`config.mk`:
```
export PLATFORM = sky130hd
export DESIGN_NAME = timebase_controller
export DESIGN_NICKNAME = d
export VERILOG_FILES = /design/src/rtl/sundial_pkg.sv /design/src/rtl/strobe_counter.sv /design/src/rtl/timebase_controller.sv
export SDC_FILE = /design/constraint.sdc
export NUM_CORES = 1
export LEC_CHECK = 0
export ABC_AREA = 1
export CORE_MARGIN = 1.5
export CORE_UTILIZATION = 39
export CTS_BUF_LIST = sky130_fd_sc_hd__clkbuf_16
export DETAILED_ROUTE_END_ITERATION = 6
export PLACE_DENSITY = 0.67
export SLEW_MARGIN = 10
export SYNTH_ARGS = -nofsm -noshare
export SYNTH_HDL_FRONTEND = slang
export SYNTH_SLANG_ARGS = --single-unit
```
`constraint.sdc`:
```
create_clock -name clk_in -period 2.06 [get_ports clk_in]
set_input_delay 0.412 -clock clk_in [delete_from_list [all_inputs] [get_ports clk_in]]
set_output_delay 0.412 -clock clk_in [all_outputs]
set_load 0.02 [all_outputs]
```
`src/rtl/sundial_pkg.sv`:
```
// Shared constants and types for the sundial time base.
// Speed selections map to the tod step applied on each sec_tick.
package sundial_pkg;

    localparam int SECS_PER_DAY = 86400;
    localparam int TOD_W        = 17;

    typedef enum logic [1:0] {
        SPD_1X,
        SPD_60X,
        SPD_600X,
        SPD_3600X
    } speed_t;

    function automatic logic [TOD_W-1:0] step_secs(speed_t s);
        logic [TOD_W-1:0] r;
        r = TOD_W'(1);
        unique case (s)
            SPD_1X:    r = TOD_W'(1);
            SPD_60X:   r = TOD_W'(60);
            SPD_600X:  r = TOD_W'(600);
            SPD_3600X: r = TOD_W'(3600);
        endcase
        return r;
    endfunction

endpackage

```
`src/rtl/strobe_counter.sv`:
```
// Mod-MOD counter with enable and synchronous clear.
// wrap is high in the cycle whose enabled edge returns the count to 0.
module strobe_counter #(
    parameter int MOD = 4
) (
    input  logic clk_in,
    input  logic reset,
    input  logic en,
    input  logic clr,
    output logic wrap
);

    localparam int W = (MOD > 1) ? $clog2(MOD) : 1;
    localparam logic [W-1:0] LAST = W'(MOD - 1);

    logic [W-1:0] cnt;

    assign wrap = en && (cnt == LAST);

    always_ff @(posedge clk_in or posedge reset) begin
        if (reset) begin
            cnt <= '0;
        end else if (clr || wrap) begin
            cnt <= '0;
        end else if (en) begin
            cnt <= cnt + W'(1);
        end
    end

endmodule

```
`src/rtl/timebase_controller.sv`:
```
// Clock-enable time base: pixel, ms and sec strobes plus time of day.
// UI loads of tod take priority over the per-second advance.
module timebase_controller
    import sundial_pkg::*;
#(
    parameter int CLK_HZ        = 100_000_000,
    parameter int PIX_DIV       = 4,
    parameter int TICK_HZ       = 1000,
    parameter int TICKS_PER_SEC = 1000
) (
    input  logic             clk_in,
    input  logic             reset,
    input  logic             run,
    input  logic [1:0]       speed_sel,
    input  logic             set_valid,
    input  logic [TOD_W-1:0] set_tod,
    output logic             set_ready,
    output logic             set_err,
    output logic             pix_en,
    output logic             ms_tick,
    output logic             sec_tick,
    output logic [TOD_W-1:0] tod,
    output logic             day_wrap
);

    localparam int MS_DIV = CLK_HZ / TICK_HZ;
    localparam logic [TOD_W:0] DAY = SECS_PER_DAY[TOD_W:0];
    localparam logic [TOD_W-1:0] TOD_MAX = TOD_W'(SECS_PER_DAY - 1);

    logic pix_wrap;
    logic ms_wrap;
    logic sec_wrap;
    logic load;
    logic in_range;
    logic load_ok;
    logic [TOD_W:0] sum;
    logic over;
    logic [TOD_W-1:0] tod_step;

    assign load     = set_valid && set_ready;
    assign in_range = (set_tod <= TOD_MAX);
    assign load_ok  = load && in_range;

    strobe_counter #(.MOD(PIX_DIV)) u_pix (
        .clk_in (clk_in),
        .reset  (reset),
        .en     (1'b1),
        .clr    (1'b0),
        .wrap   (pix_wrap)
    );

    // A good load realigns the ms/sec phase to the load edge.
    strobe_counter #(.MOD(MS_DIV)) u_ms (
        .clk_in (clk_in),
        .reset  (reset),
        .en     (run),
        .clr    (load_ok),
        .wrap   (ms_wrap)
    );

    strobe_counter #(.MOD(TICKS_PER_SEC)) u_sec (
        .clk_in (clk_in),
        .reset  (reset),
        .en     (ms_wrap),
        .clr    (load_ok),
        .wrap   (sec_wrap)
    );

    always_comb begin
        sum      = {1'b0, tod} + {1'b0, step_secs(speed_t'(speed_sel))};
        over     = (sum >= DAY);
        tod_step = over ? TOD_W'(sum - DAY) : sum[TOD_W-1:0];
    end

    always_ff @(posedge clk_in or posedge reset) begin
        if (reset) begin
            pix_en    <= 1'b0;
            ms_tick   <= 1'b0;
            sec_tick  <= 1'b0;
            set_ready <= 1'b1;
            set_err   <= 1'b0;
            day_wrap  <= 1'b0;
            tod       <= '0;
        end else begin
            pix_en    <= pix_wrap;
            ms_tick   <= ms_wrap;
            sec_tick  <= sec_wrap;
            set_ready <= !load;
            set_err   <= load && !in_range;
            day_wrap  <= 1'b0;
            if (load_ok) begin
                tod <= set_tod;
            end else if (sec_wrap) begin
                tod      <= tod_step;
                day_wrap <= over;
            end
        end
    end

endmodule

```
Word level (Yosys, flattened, before mapping) --
Cells that the tools add are included.
Word-level totals: input port bits 23, flip-flop bits (word level) 52, logic and storage cells 47, output and inout bits 23
Operators by class: multiplexer cells 11, $add $sub $neg 5, equal/unequal tests 6, order comparisons 2, reduce and logical (&&, ||, !) cells 13
Operators with widths (number):
- 17-bit 2-to-1 mux | 5
- 17-bit one-hot mux with 4 select lines | 1
- 10-bit 2-to-1 mux | 2
- 17-bit by 17-bit adder with 18-bit output | 1
- 18-bit by 17-bit greater-or-equal comparator with 1-bit output, second input constant | 1
- 17-bit by 1-bit adder with 17-bit output, second input constant | 1
- 17-bit == test, second input constant | 1
- 17-bit <= comparator, second input constant | 1
- 17-bit subtractor, second input constant | 1
- 10-bit by 1-bit adder with 10-bit output, second input constant | 1
- 10-bit == test, second input constant | 1
- 2-bit == test, second input constant | 3
- 2-bit nonzero test | 3
- 1-bit logical AND | 5
- 2-bit by 1-bit adder with 2-bit output, second input constant | 1
- 2-bit by 1-bit == test with 1-bit output, second input constant | 1
- 1-bit logical NOT | 2
- 2-bit logical NOT | 1
- 1-bit logical OR | 2
- 1-bit 2-to-1 mux | 2
- 2-bit 2-to-1 mux | 1

Depth between registers and ports, before layout --
depth after elaboration 7, depth in mapped cells 24, mapped depth without buffers 24

Hierarchy --
From an unflattened synthesis, not the netlist that was laid out.
Second synthesis, totals: cell total of the unflattened synthesis 636, area total of the unflattened synthesis 4210.3 um2
By module, submodules not included:
- timebase_controller | area an instance 2393.5 um2, times used 1, sequential area each 576.8 um2, cells each 384
- strobe_counter (u_ms) | area an instance 1093.5 um2, times used 1, sequential area each 425.4 um2, cells each 150
- strobe_counter (u_sec) | area an instance 606.8 um2, times used 1, sequential area each 250.2 um2, cells each 85
- strobe_counter (u_pix) | area an instance 116.4 um2, times used 1, sequential area each 50.0 um2, cells each 17

Worst setup path before layout --
OpenSTA, ideal clock, no wires.
path type input -> register, start point input speed_sel[0], end point register tod[8], setup slack -0.760 ns, buffers on the path 1, data required time 1.936 ns, arrival 2.696 ns, stages 19, cells stage by stage inv_1 > ha_1 > or2_2 > ha_1 > nand2_2 > nor2_4 > and2_1 > nand2_2 > nand2_1 > nand2_2 > nand2_2 > nand2_4 > nor2_8 > nand3_4 > nand3_4 > buf_12 > nand2_1 > o211ai_1 > nand2_1
Between the ends: word-level cells in the longest chain between the ends 7
RTL lines:
- start: declaration | line timebase_controller.sv:14 | input logic [1:0] speed_sel,
- 2-bit == test, or another cell as far along | line sundial_pkg.sv:18 | unique case (s)
- 17-bit one-hot mux with 4 select lines (*) | line sundial_pkg.sv:18
- 17-bit by 17-bit adder with 18-bit output (*) | line timebase_controller.sv:70 | sum = {1'b0, tod} + {1'b0, step_secs(speed_t'(speed_sel))};
- 17-bit subtractor / 18-bit by 17-bit greater-or-equal comparator with 1-bit output (equally long branches) | line timebase_controller.sv:72, timebase_controller.sv:71
- 17-bit 2-to-1 mux (*) | line timebase_controller.sv:72 | tod_step = over ? TOD_W'(sum - DAY) : sum[TOD_W-1:0];
- 17-bit 2-to-1 mux (*) | line timebase_controller.sv:93 | end else if (sec_wrap) begin
- 17-bit 2-to-1 mux (*) | line timebase_controller.sv:91 | if (load_ok) begin
- end signal: assignment | line timebase_controller.sv:92 | tod <= set_tod;
- end signal: assignment | line timebase_controller.sv:94 | tod <= tod_step;
- end: declaration | line timebase_controller.sv:22 | output logic [TOD_W-1:0] tod,
Every way passes the cells marked *; elsewhere a longest branch is shown, timed or not. The select of a mux whose other input is x is not followed. A chain may end at the register's enable or synchronous reset.

Worst setup path after layout --
start point input speed_sel[0], end point register tod[15]
The elaborated chain is that of the path after synthesis.

==> results.yml <==
outcome:
  run_status: "complete, but fails checks"
  failed_checks: "negative setup slack"
clock_network:
  numCtsBuffers: 5
  clock_latency_ns: 0.29
  cts-hold-fix-buffers: 0
  worst_setup_hold_path_clk_slew_ns: 0.07
  cts_max_level: 2
  number_of_buffers_on_the_longest_clock_path: 2
  tritoncts: "built"
  cts_sink_cnt: 52
  cell_at_the_root_of_the_clock_tree: "sky130_fd_sc_hd__clkbuf_16"
setup_path:
  timing.rr.end: "tod[15]$_DFFE_PP0N_"
  worst-endpoint-required_ns: 2.24
  path_class: "input port to flip-flop"
  endpoint: "tod[15]$_DFFE_PP0N_"
  worst_ep_arrival_time_ns: 2.63
  launch_instance_of_the_worst_register_to_register_path: "tod[4]$_DFFE_PP0N_"
  setup.worst_path.end_class: "flip-flop"
  crit_fanout: 4
  worstPathCellList: "buf_8 > inv_6 > ha_4 > or2_4 > ha_4 > nand2_4 > nor2_4 > and2_4 > nand2_4 > nand3_1 > nand2_4 > buf_4 > buf_4 > buf_4 > nand2_1 > nand2_1 > nand4_1 > nand3_1"
  worst-r2r-setup-slack_ns: -0.35
  cpLargestDelayFamily: "simple AND/OR/NAND/NOR gates"
  critical_path_slowest_stage_cell: "sky130_fd_sc_hd__ha_4"
  critPathLaunchType: "input port"
  cp_num_buf_inv: 5
  worstRegToRegCells: 18
  worst_path_largest_cell_delay_ns: 0.30
  worst_setup_path_start: "speed_sel[0]"
  path_depth: 18
floorplan:
  chip_width_um: 106
  floorplan.die.height_um: 106
  row_count: 37
  core_region_area_um2: 10300
  die_outline_area_um2: 11100
  io-pin-count: 46
  starting_utilization_of_the_core_area: 0.399
power:
  pwr_per_cell_area_nw_per_um2: 707
  vdd.ir_drop.worst_mv: 0.360
  p_leak_uw: 0.00317
  report.power.total_uw: 4600
synthesis:
  synth_area_per_cell_um2: 7.30
  syn-cell-area_um2: 4100
  syn_inst: 562
  yosysSeqAreaShare: 0.317
  postSynthRegisterBits: 52
  netlist-cell-type-count: 46
  synth_nets: 603
  synth-warning-count: 0
placement:
  place.gp.congestion: 0.933
  numPortBuffers: 45
  final_hpwl_dp_mm: 9.38
  pre_cts_ws_ns: -1.36
drt:
  avgViaCountPerCell: 5.10
  drt_pass1_iterations: 7
  avgRoutedWirePerCell_um: 15.2
  final_antenna_net_count: 0
  drt_drc_violations_left: 0
  route.final.wire_length_mm: 13.4
  detail_route.iter0.violations: 193
  route.vias.total: 4505
layout:
  most-common-layout-cells: "sky130_fd_sc_hd__buf_4, sky130_fd_sc_hd__nand2_1, sky130_fd_sc_hd__inv_1"
  synth_to_layout_area_growth_pct: 58.5
  final_layout_size_suffix_gt1_frac: 0.412
  layout.filler_cells: 849
  post-route-util: 0.633
  num-nets-final: 786
  most_common_library_cell_in_the_layout_ignoring_fill_and_taps: "sky130_fd_sc_hd__buf_4"
global_route:
  grt_overflow_total: 0
  grt_max_degree: 53
  grt_usage: 0.236
  antenna_found_initial: 1
  number_of_global_route_vias_before_repair: 4593
  grt_first_pass_wirelength_mm: 21.2
timing:
  clock_skew_ns: 0.00412
  setup_violations: 11
  timing.slew.headroom: 0.616
  tightest_slew_ns: 0.570
  maxSlewViolCount: 0
  finalHoldViolCount: 0
  achievable-frequency_mhz: 408
  tns_setup_ns: -3.97
  setup_slack_ns: -0.390
  min_period_ns: 2.45
  layout_worst_path_cycle_share: 1.19
  grt_setup_unrepaired: "yes"
flow_run:
  max-cap-violations: 0
hold_path:
  timing.hold.worst.class: "flip-flop to flip-flop"
-- worst register-to-register path, stage by stage (launching register included) --
cell and delay [ns]:
sky130_fd_sc_hd__dfrtp_1 0.42, sky130_fd_sc_hd__buf_4 0.16, sky130_fd_sc_hd__ha_4 0.23, sky130_fd_sc_hd__nand2_4 0.09
sky130_fd_sc_hd__nor2_1 0.05, sky130_fd_sc_hd__nor2_1 0.17, sky130_fd_sc_hd__nand2_4 0.09, sky130_fd_sc_hd__nand2_2 0.08
sky130_fd_sc_hd__nand2_4 0.07, sky130_fd_sc_hd__xor2_4 0.16, sky130_fd_sc_hd__buf_4 0.15, sky130_fd_sc_hd__nor2_2 0.10
sky130_fd_sc_hd__nand2_1 0.08, sky130_fd_sc_hd__nand2_2 0.08, sky130_fd_sc_hd__nand2_1 0.05, sky130_fd_sc_hd__nand2_1 0.10
sky130_fd_sc_hd__nand2_1 0.08, sky130_fd_sc_hd__nand4_1 0.07, sky130_fd_sc_hd__nand3_1 0.09
-- report_power, final --
group | leakage [µW] | switching (µW) | total, µW | internal [µW]
Sequential | 0.000687 | 106 | 1220 | 1110
Combinational | 0.00241 | 1230 | 2390 | 1160
Clock | 0.0000814 | 412 | 985 | 573
-- registers in the layout, indices dropped and copies added, names as in the netlist --
| register | count |
|---|---|
| set_ready | 1 |
| set_err | 1 |
| u_sec.cnt | 10 |
| pix_en | 1 |
| tod | 17 |
| sec_tick | 1 |
| ms_tick | 1 |
| u_ms.cnt | 17 |
| day_wrap | 1 |
| u_pix.cnt | 2 |
-- how the worst min path moves through the flow --
stage | startpoint | cells after the start | slack (ns) | end
after floorplan | u_pix.cnt[0]$_DFF_PP0_ | 1 | 0.40 | u_pix.cnt[0]$_DFF_PP0_
after global placement | u_pix.cnt[0]$_DFF_PP0_ | 1 | 0.41 | u_pix.cnt[0]$_DFF_PP0_
after detailed placement | u_pix.cnt[0]$_DFF_PP0_ | 1 | 0.42 | u_pix.cnt[0]$_DFF_PP0_
after CTS | u_pix.cnt[0]$_DFF_PP0_ | 1 | 0.43 | u_pix.cnt[0]$_DFF_PP0_
after global routing | u_pix.cnt[0]$_DFF_PP0_ | 1 | 0.46 | u_pix.cnt[0]$_DFF_PP0_
final | u_pix.cnt[0]$_DFF_PP0_ | 1 | 0.43 | u_pix.cnt[0]$_DFF_PP0_
-- repair_timing --
| action | in CTS | in global routing |
|---|---|---|
| gates resized for setup | 64 | 65 |
| pin swaps | 44 | 32 |
| setup buffers | 14 | 8 |
| gates cloned | 0 | 1 |
| setup endpoints to repair | 38 | 42 |
-- Yosys cell counts, drive strengths merged --
| master | n | area share |
|---|---|---|
| and3 | 1 | 0.0015 |
| xnor2 | 7 | 0.015 |
| clkbuf | 3 | 0.0027 |
| clkinv | 4 | 0.0037 |
| a221oi | 1 | 0.0021 |
| xor2 | 13 | 0.034 |
| or2 | 3 | 0.0046 |
| a21boi | 1 | 0.0018 |
| dfstp | 1 | 0.0064 |
| nand3 | 51 | 0.085 |
| o221ai | 2 | 0.0043 |
| a21oi | 19 | 0.024 |
| and2 | 2 | 0.0030 |
| o21a | 1 | 0.0021 |
| nand3b | 2 | 0.0046 |
| ha | 18 | 0.055 |
| nor3 | 16 | 0.020 |
| nor2 | 58 | 0.065 |
| nor4 | 8 | 0.012 |
| dfrtp | 51 | 0.31 |
| nand2 | 173 | 0.20 |
| a31oi | 1 | 0.0015 |
| o21ai | 13 | 0.018 |
| o211ai | 6 | 0.011 |
| nor3b | 2 | 0.0037 |
| inv | 84 | 0.077 |
| nand4 | 14 | 0.021 |
| buf | 3 | 0.0079 |
| o21bai | 1 | 0.0018 |
| o22ai | 3 | 0.0046 |
-- metal layers --
| layer | routed length, µm | global-route usage | vias to the layer above | share of wire |
|---|---|---|---|---|
| met5 | 13 | 0 | - | 0.00097 |
| met4 | 416 | 0.0965 | 2 | 0.031 |
| met3 | 472 | 0.0223 | 39 | 0.035 |
| met2 | 6880 | 0.421 | 135 | 0.51 |
| met1 | 5640 | 0.292 | 2148 | 0.42 |
| li1 | - | - | 2181 | - |
-- through the flow --
step	hold slack [ns]	cell area, µm²	cells
after detailed placement	0.425	5680	851
after global placement	0.414	5680	851
after CTS	0.433	6160	873
final	0.429	6500	883
after global routing	0.461	6500	882
after floorplan	0.403	4230	562
-- kinds of logic (layout without fill, tap and decap cells) --
kind of cell    count (synthesis)  count (layout)  share of synthesized area
simple gates                  330             330                      0.416
other cells                     0               1                          0
flops                          52              52                      0.317
fa+ha+maj                      18              18                     0.0549
xor+xnor                       20              20                     0.0491
buf+inv                        94             278                     0.0912
compound gates                 48              48                     0.0711
-- cell type report --
class | instances | area (µm²) | area share
diodes | 1 | 2.50 | 0.000385
repair buffers | 182 | 1570 | 0.242
inverters | 88 | 343 | 0.0527
well taps | 136 | 170 | 0.0262
clock buffers | 5 | 125 | 0.0192
multi-input cells | 416 | 2940 | 0.452
flip-flops and latches | 52 | 1300 | 0.201
clock inverters | 3 | 42.5 | 0.00654
No activity file was read; power rests on OpenSTA's default activity.
